==> src/rtl/addsub_pkg.sv <==
// Shared types and helpers for the digit-serial adder/subtractor.
package addsub_pkg;

  typedef enum logic [1:0] {
    ST_IDLE = 2'd0,
    ST_RUN  = 2'd1,
    ST_DONE = 2'd2
  } state_t;

  localparam logic MODE_ADD = 1'b0;
  localparam logic MODE_SUB = 1'b1;

  // Signed overflow from operand and result sign bits; subtract flips B's sign.
  function automatic logic ovf_flag(input logic mode, input logic a_msb,
                                    input logic b_msb, input logic r_msb);
    logic same_sign;
    same_sign = (mode == MODE_SUB) ? (a_msb != b_msb) : (a_msb == b_msb);
    return same_sign && (r_msb != a_msb);
  endfunction

endpackage

==> src/rtl/addsub_digit.sv <==
// Combinational DIGIT-bit ripple of full-adder or full-subtractor cells.
module addsub_digit
  import addsub_pkg::*;
#(
  parameter int unsigned DIGIT = 4
) (
  input  logic [DIGIT-1:0] a,
  input  logic [DIGIT-1:0] b,
  input  logic             mode,
  input  logic             cbin,
  output logic [DIGIT-1:0] r,
  output logic             cbout
);

  logic [DIGIT:0] w_c;

  always_comb begin
    w_c    = '0;
    r      = '0;
    w_c[0] = cbin;
    for (int i = 0; i < DIGIT; i++) begin
      r[i] = a[i] ^ b[i] ^ w_c[i];
      if (mode == MODE_SUB) begin
        w_c[i+1] = (~a[i] & (b[i] ^ w_c[i])) | (b[i] & w_c[i]);
      end else begin
        w_c[i+1] = (a[i] & b[i]) | (w_c[i] & (a[i] ^ b[i]));
      end
    end
  end

  assign cbout = w_c[DIGIT];

endmodule

==> src/rtl/serial_addsub.sv <==
// Digit-serial adder/subtractor: WIDTH-bit operands processed DIGIT bits per clock
// with the carry/borrow registered between digits.
module serial_addsub
  import addsub_pkg::*;
#(
  parameter int unsigned WIDTH = 16,
  parameter int unsigned DIGIT = 4
) (
  input  logic             clk,
  input  logic             rst_n,
  input  logic             start,
  input  logic             mode,
  input  logic [WIDTH-1:0] op_a,
  input  logic [WIDTH-1:0] op_b,
  input  logic             cbin,
  output logic             busy,
  output logic             done,
  output logic [WIDTH-1:0] result,
  output logic             cbout,
  output logic             ovf
);

  localparam int unsigned NDIG = WIDTH / DIGIT;
  localparam int unsigned CW   = (NDIG > 1) ? $clog2(NDIG) : 1;

  state_t           r_state;
  state_t           w_state_nxt;
  logic [WIDTH-1:0] r_a;
  logic [WIDTH-1:0] r_b;
  logic [WIDTH-1:0] r_res;
  logic             r_mode;
  logic             r_c;
  logic [CW-1:0]    r_cnt;
  logic             r_busy;
  logic             r_done;
  logic             r_cbout;
  logic             r_ovf;

  logic [31:0]      w_base;
  logic [DIGIT-1:0] w_a_dig;
  logic [DIGIT-1:0] w_b_dig;
  logic [DIGIT-1:0] w_r_dig;
  logic [WIDTH-1:0] w_slot;
  logic [WIDTH-1:0] w_r_pos;
  logic             w_c_nxt;
  logic             w_last;
  logic             w_accept;

  // Current digit slice, selected by shifting rather than variable part-select.
  assign w_base   = 32'(r_cnt) * DIGIT;
  assign w_a_dig  = DIGIT'(r_a >> w_base);
  assign w_b_dig  = DIGIT'(r_b >> w_base);
  assign w_slot   = WIDTH'({DIGIT{1'b1}}) << w_base;
  assign w_r_pos  = WIDTH'(w_r_dig) << w_base;
  assign w_last   = (r_cnt == CW'(NDIG - 1));
  assign w_accept = start && (r_state != ST_RUN);

  addsub_digit #(.DIGIT(DIGIT)) u_digit (
    .a     (w_a_dig),
    .b     (w_b_dig),
    .mode  (r_mode),
    .cbin  (r_c),
    .r     (w_r_dig),
    .cbout (w_c_nxt)
  );

  always_ff @(posedge clk or negedge rst_n) begin
    if (!rst_n) r_state <= ST_IDLE;
    else        r_state <= w_state_nxt;
  end

  always_comb begin
    w_state_nxt = r_state;
    case (r_state)
      ST_IDLE: if (start) w_state_nxt = ST_RUN;
      ST_RUN:  if (w_last) w_state_nxt = ST_DONE;
      ST_DONE: w_state_nxt = start ? ST_RUN : ST_IDLE;
      default: w_state_nxt = ST_IDLE;
    endcase
  end

  // Operand latch, digit datapath and registered status outputs.
  always_ff @(posedge clk or negedge rst_n) begin
    if (!rst_n) begin
      r_a     <= '0;
      r_b     <= '0;
      r_res   <= '0;
      r_mode  <= MODE_ADD;
      r_c     <= 1'b0;
      r_cnt   <= '0;
      r_busy  <= 1'b0;
      r_done  <= 1'b0;
      r_cbout <= 1'b0;
      r_ovf   <= 1'b0;
    end else begin
      r_done <= 1'b0;
      if (w_accept) begin
        r_a    <= op_a;
        r_b    <= op_b;
        r_mode <= mode;
        r_c    <= cbin;
        r_cnt  <= '0;
        r_res  <= '0;
        r_busy <= 1'b1;
      end else if (r_state == ST_RUN) begin
        r_res <= (r_res & ~w_slot) | w_r_pos;
        r_c   <= w_c_nxt;
        if (w_last) begin
          r_busy  <= 1'b0;
          r_done  <= 1'b1;
          r_cbout <= w_c_nxt;
          r_ovf   <= ovf_flag(r_mode, r_a[WIDTH-1], r_b[WIDTH-1], w_r_dig[DIGIT-1]);
        end else begin
          r_cnt <= r_cnt + CW'(1);
        end
      end
    end
  end

  assign busy   = r_busy;
  assign done   = r_done;
  assign result = r_res;
  assign cbout  = r_cbout;
  assign ovf    = r_ovf;

endmodule

==> config.mk <==
export PLATFORM = sky130hd
export DESIGN_NAME = serial_addsub
export DESIGN_NICKNAME = d
export VERILOG_FILES = /design/src/rtl/addsub_pkg.sv /design/src/rtl/addsub_digit.sv /design/src/rtl/serial_addsub.sv
export SDC_FILE = /design/constraint.sdc
export NUM_CORES = 1
export LEC_CHECK = 0
export CAP_MARGIN = 40
export CORE_MARGIN = 2
export CORE_UTILIZATION = 40
export DETAILED_ROUTE_END_ITERATION = 10
export PLACE_DENSITY_LB_ADDON = 0.1
export SYNTH_ARGS = -nofsm -noshare
export SYNTH_HDL_FRONTEND = slang
export SYNTH_HIERARCHICAL = 1
export SYNTH_SLANG_ARGS = --single-unit
==> constraint.sdc <==
create_clock -name clk -period 10.71 [get_ports clk]
set_input_delay 1.071 -clock clk [delete_from_list [all_inputs] [get_ports clk]]
set_output_delay 1.071 -clock clk [all_outputs]
set_load 0.005 [all_outputs]
==> impl_metrics.prom <==
# TYPE chip_impl_metric gauge
chip_impl_info{name="run_status",value="completed"} 1
chip_impl_metric{name="pin_count_of_the_biggest_net_entering_global_routing",unit=""} 59
chip_impl_metric{name="post_route_cells_drive_above_1_share",unit=""} 0.264
chip_impl_metric{name="total_nets_final",unit=""} 291
chip_impl_info{name="rsz_0062_raised_after_global_routing",value="no"} 1
chip_impl_metric{name="synth_sequential_area_ratio",unit=""} 0.510
chip_impl_metric{name="simple_gate_area_share_of_the_yosys_netlist",unit=""} 0.0334
chip_impl_metric{name="global_route_wire_length_before_repair",unit="um"} 8960
chip_impl_metric{name="antenna_cells_inserted",unit=""} 0
chip_impl_metric{name="groute.usage.overall",unit=""} 0.154
chip_impl_metric{name="detail_route.wirelength",unit="um"} 5310
chip_impl_metric{name="postSynthCellCount",unit=""} 181
chip_impl_metric{name="period_minus_slack",unit="ps"} 4200
chip_impl_metric{name="cts_setup_buffers",unit=""} 0
chip_impl_metric{name="timing.critical_path.arrival",unit="ps"} 4410
chip_impl_metric{name="final_critical_path_setup_slack",unit="ps"} 6510
chip_impl_metric{name="power.static_leakage",unit="nW"} 1.69
chip_impl_metric{name="timing_hold_violations_final",unit=""} 0
chip_impl_metric{name="max_slew_margin",unit=""} 0.510
chip_impl_metric{name="synth.avg_cell_area",unit="um^2"} 15.7
chip_impl_metric{name="setup-violations-final",unit=""} 0
chip_impl_info{name="timing_worst_setup_path_type",value="register to register"} 1
chip_impl_metric{name="vias_per_cell",unit=""} 4.85
chip_impl_metric{name="pin_count",unit=""} 57
chip_impl_metric{name="row_count",unit=""} 30
chip_impl_info{name="holdCritPathClass",value="register to register"} 1
chip_impl_metric{name="cts_hold_repair.buffers",unit=""} 0
chip_impl_metric{name="overflow_left_after_global_routing",unit=""} 0
chip_impl_metric{name="syn_to_final_growth",unit="%"} 30.3
chip_impl_metric{name="worst-slew-pin-transition",unit="ps"} 735
chip_impl_metric{name="synth_compound_gate_area_share",unit=""} 0.0642
chip_impl_metric{name="cts.path.max_buffers",unit=""} 2
chip_impl_metric{name="postSynthNetCount",unit=""} 231
chip_impl_metric{name="maxCapViolations",unit=""} 0
chip_impl_metric{name="ys_warn_count",unit=""} 6
chip_impl_metric{name="dr.pass1.iters",unit=""} 4
chip_impl_metric{name="ys_types",unit=""} 28
chip_impl_info{name="startpoint_type",value="register"} 1
chip_impl_metric{name="routed_wire_length_per_instance",unit="um"} 15.5
chip_impl_metric{name="die_y",unit="um"} 88.3
chip_impl_metric{name="worst_vdd_rail_ir_drop",unit="V"} 0.000159
chip_impl_metric{name="antenna_found_initial",unit=""} 0
chip_impl_metric{name="place_hpwl",unit="um"} 3750
chip_impl_metric{name="cp_max_fo",unit=""} 14
chip_impl_metric{name="fin_total_pwr",unit="W"} 0.00132
chip_impl_metric{name="die_area",unit="um^2"} 7800
chip_impl_metric{name="synth.cell_area",unit="um^2"} 2850
chip_impl_info{name="cp-end-kind",value="register"} 1
chip_impl_metric{name="post_cts_resized",unit=""} 0
chip_impl_metric{name="final.fill_count",unit=""} 604
chip_impl_metric{name="fin_util",unit=""} 0.543
chip_impl_metric{name="synth-xor-area-share",unit=""} 0.00308
chip_impl_metric{name="cts_buffers",unit=""} 9
chip_impl_metric{name="worst-endpoint-required",unit="ps"} 10920
chip_impl_metric{name="design.core.area",unit="um^2"} 6830
chip_impl_metric{name="hold_ws",unit="ps"} 506
chip_impl_metric{name="fin_setup_tns",unit="ps"} 0
chip_impl_info{name="cts_tree",value="yes"} 1
chip_impl_metric{name="cellPowerDensity",unit="nW/um^2"} 355
chip_impl_metric{name="synthAdderAreaFrac",unit=""} 0.0783
chip_impl_metric{name="cts.reportedPaths.clkPinSlew",unit="ps"} 70
chip_impl_metric{name="clock_sink_count",unit=""} 58
chip_impl_metric{name="ctsHtreeMaxLevel",unit=""} 3
chip_impl_info{name="synth_top_family_by_area",value="multiplexers"} 1
chip_impl_metric{name="yosys-mux-area-fraction",unit=""} 0.270
chip_impl_metric{name="initial_utilization",unit=""} 0.416
chip_impl_metric{name="skew",unit="ps"} 5.88
chip_impl_metric{name="floorplan_die_width",unit="um"} 88.3
chip_impl_metric{name="num_vias",unit=""} 1659
chip_impl_metric{name="drtIter0Drc",unit=""} 67
chip_impl_metric{name="highest_achievable_clock_rate",unit="MHz"} 238
chip_impl_metric{name="ys_seq_elements",unit=""} 58
chip_impl_metric{name="detail-route-antenna-nets",unit=""} 0
chip_impl_metric{name="finalWeightedCongestion",unit=""} 0.696
chip_impl_metric{name="grt_pass1_vias",unit=""} 1807
chip_impl_metric{name="port_buffers",unit=""} 56
chip_impl_metric{name="preCtsSetupSlack",unit="ps"} 6470
chip_impl_metric{name="finalMaxSlewViolations",unit=""} 0
chip_impl_info{name="ctsRootBufferMaster",value="sky130_fd_sc_hd__clkbuf_8"} 1
chip_impl_metric{name="worstSkewPairLatency",unit="ps"} 340
chip_impl_metric{name="post-route-period-util",unit=""} 0.392
chip_impl_metric{name="remaining_drc_errors",unit=""} 0
cell usage after synthesis:
| cell | n | share of area |
|---|---|---|
| sky130_fd_sc_hd__nand2b_1 | 1 | 0.0022 |
| sky130_fd_sc_hd__a22o_2 | 2 | 0.0070 |
| sky130_fd_sc_hd__mux2_2 | 9 | 0.036 |
| sky130_fd_sc_hd__nand3b_1 | 1 | 0.0026 |
| sky130_fd_sc_hd__clkbuf_1 | 1 | 0.0013 |
| sky130_fd_sc_hd__nand2_8 | 1 | 0.0070 |
| sky130_fd_sc_hd__mux2i_1 | 8 | 0.028 |
| sky130_fd_sc_hd__o22ai_1 | 1 | 0.0022 |
| sky130_fd_sc_hd__nor2b_1 | 2 | 0.0044 |
| sky130_fd_sc_hd__buf_2 | 1 | 0.0018 |
| sky130_fd_sc_hd__inv_1 | 12 | 0.016 |
| sky130_fd_sc_hd__and2b_1 | 1 | 0.0026 |
| sky130_fd_sc_hd__nand2_1 | 2 | 0.0026 |
| sky130_fd_sc_hd__and2_1 | 1 | 0.0022 |
| sky130_fd_sc_hd__a22o_1 | 11 | 0.034 |
| sky130_fd_sc_hd__buf_6 | 5 | 0.020 |
| sky130_fd_sc_hd__xnor2_1 | 1 | 0.0031 |
| sky130_fd_sc_hd__nor2_1 | 2 | 0.0026 |
| sky130_fd_sc_hd__fa_1 | 8 | 0.056 |
| sky130_fd_sc_hd__o21ai_0 | 3 | 0.0053 |
| sky130_fd_sc_hd__a32o_1 | 4 | 0.014 |
| sky130_fd_sc_hd__dfrtp_1 | 58 | 0.51 |
| sky130_fd_sc_hd__nor3_1 | 4 | 0.0070 |
| sky130_fd_sc_hd__mux4_2 | 8 | 0.063 |
| sky130_fd_sc_hd__mux2_4 | 27 | 0.14 |
| sky130_fd_sc_hd__ha_1 | 5 | 0.022 |
| sky130_fd_sc_hd__buf_4 | 1 | 0.0026 |
| sky130_fd_sc_hd__a21oi_1 | 1 | 0.0018 |
where the power goes:
group	leakage (nW)	switching (W)	internal (W)
logic	0.854	0.000302	0.000359
clock network	0.129	0.0000871	0.000166
registers	0.711	0.0000807	0.000321
total	1.69	0.000470	0.000847
registers in the layout (all words and copies together) (netlist names):
register / count
r_a: 16
r_b: 16
result: 16
r_cnt: 2
r_state: 2
busy: 1
cbout: 1
done: 1
ovf: 1
r_c: 1
r_mode: 1
worst paths after layout:
kind,start,cells past startpoint,to,slack [ps]
max in group asynchronous,rst_n,2,r_c,9340
min reg2reg,result[6],1,result[6],510
max,r_cnt[0],12,ovf,6510
max reg2reg,r_cnt[0],12,ovf,6510
min,result[6],1,result[6],510
min in group asynchronous,rst_n,2,busy,860
final cells by class:
type	count	area, um^2	share of cell area
well taps	96	120	0.0324
clock buffers	11	151	0.0408
repair buffers	57	563	0.152
clock inverters	5	100	0.0270
inverters	12	45.0	0.0121
flip-flops and latches	58	1450	0.391
multi-input cells	103	1280	0.344
worst max-delay path, stage by stage, from the launching register on:
cell and delay [ps]:
sky130_fd_sc_hd__dfrtp_1 790, sky130_fd_sc_hd__mux4_2 630, sky130_fd_sc_hd__inv_1 100, sky130_fd_sc_hd__fa_1 170, sky130_fd_sc_hd__mux2i_1 110, sky130_fd_sc_hd__fa_1 380, sky130_fd_sc_hd__mux2_4 290, sky130_fd_sc_hd__fa_1 360
sky130_fd_sc_hd__mux2i_1 280, sky130_fd_sc_hd__fa_1 570, sky130_fd_sc_hd__nor2b_1 180, sky130_fd_sc_hd__mux2i_1 120, sky130_fd_sc_hd__o21ai_0 80
per-layer routing:
metal,part of all wire,GRT usage,vias up
li1,-,-,767
met1,0.46,0.202,837
met2,0.48,0.239,46
met3,0.049,0.0569,9
met4,0.012,0.0510,0
met5,0,0,-
per-stage QoR:
step	instances	cell area, um^2
global placement	326	3460
detailed placement	326	3460
global route	342	3710
CTS	342	3710
floorplan	181	2850
finish	342	3710
cell families after synthesis:
| group | Yosys count |
|---|---|
| buf+inv | 20 |
| flops | 58 |
| simple gates | 15 |
| xor+xnor | 1 |
| mux | 52 |
| compound gates | 22 |
| fa+ha+maj | 13 |
placed cells by master (no fill, tap or decap), types with 2 or more instances in the layout:
master | Yosys | routed
sky130_fd_sc_hd__nor2b_1 | 2 | 2
sky130_fd_sc_hd__clkdlybuf4s50_1 | 0 | 55
sky130_fd_sc_hd__clkbuf_8 | 0 | 11
sky130_fd_sc_hd__a22o_1 | 11 | 11
sky130_fd_sc_hd__fa_1 | 8 | 8
sky130_fd_sc_hd__a22o_2 | 2 | 2
sky130_fd_sc_hd__nor2_1 | 2 | 2
sky130_fd_sc_hd__mux2_4 | 27 | 27
sky130_fd_sc_hd__mux2i_1 | 8 | 8
sky130_fd_sc_hd__nand2_1 | 2 | 2
sky130_fd_sc_hd__nor3_1 | 4 | 4
sky130_fd_sc_hd__dfrtp_1 | 58 | 58
sky130_fd_sc_hd__ha_1 | 5 | 5
sky130_fd_sc_hd__bufinv_16 | 0 | 3
sky130_fd_sc_hd__o21ai_0 | 3 | 3
sky130_fd_sc_hd__a32o_1 | 4 | 4
sky130_fd_sc_hd__inv_1 | 12 | 12
sky130_fd_sc_hd__clkinv_2 | 0 | 2
sky130_fd_sc_hd__mux2_2 | 9 | 9
sky130_fd_sc_hd__mux4_2 | 8 | 8
Note: power is estimated with default switching activity, not from simulation.
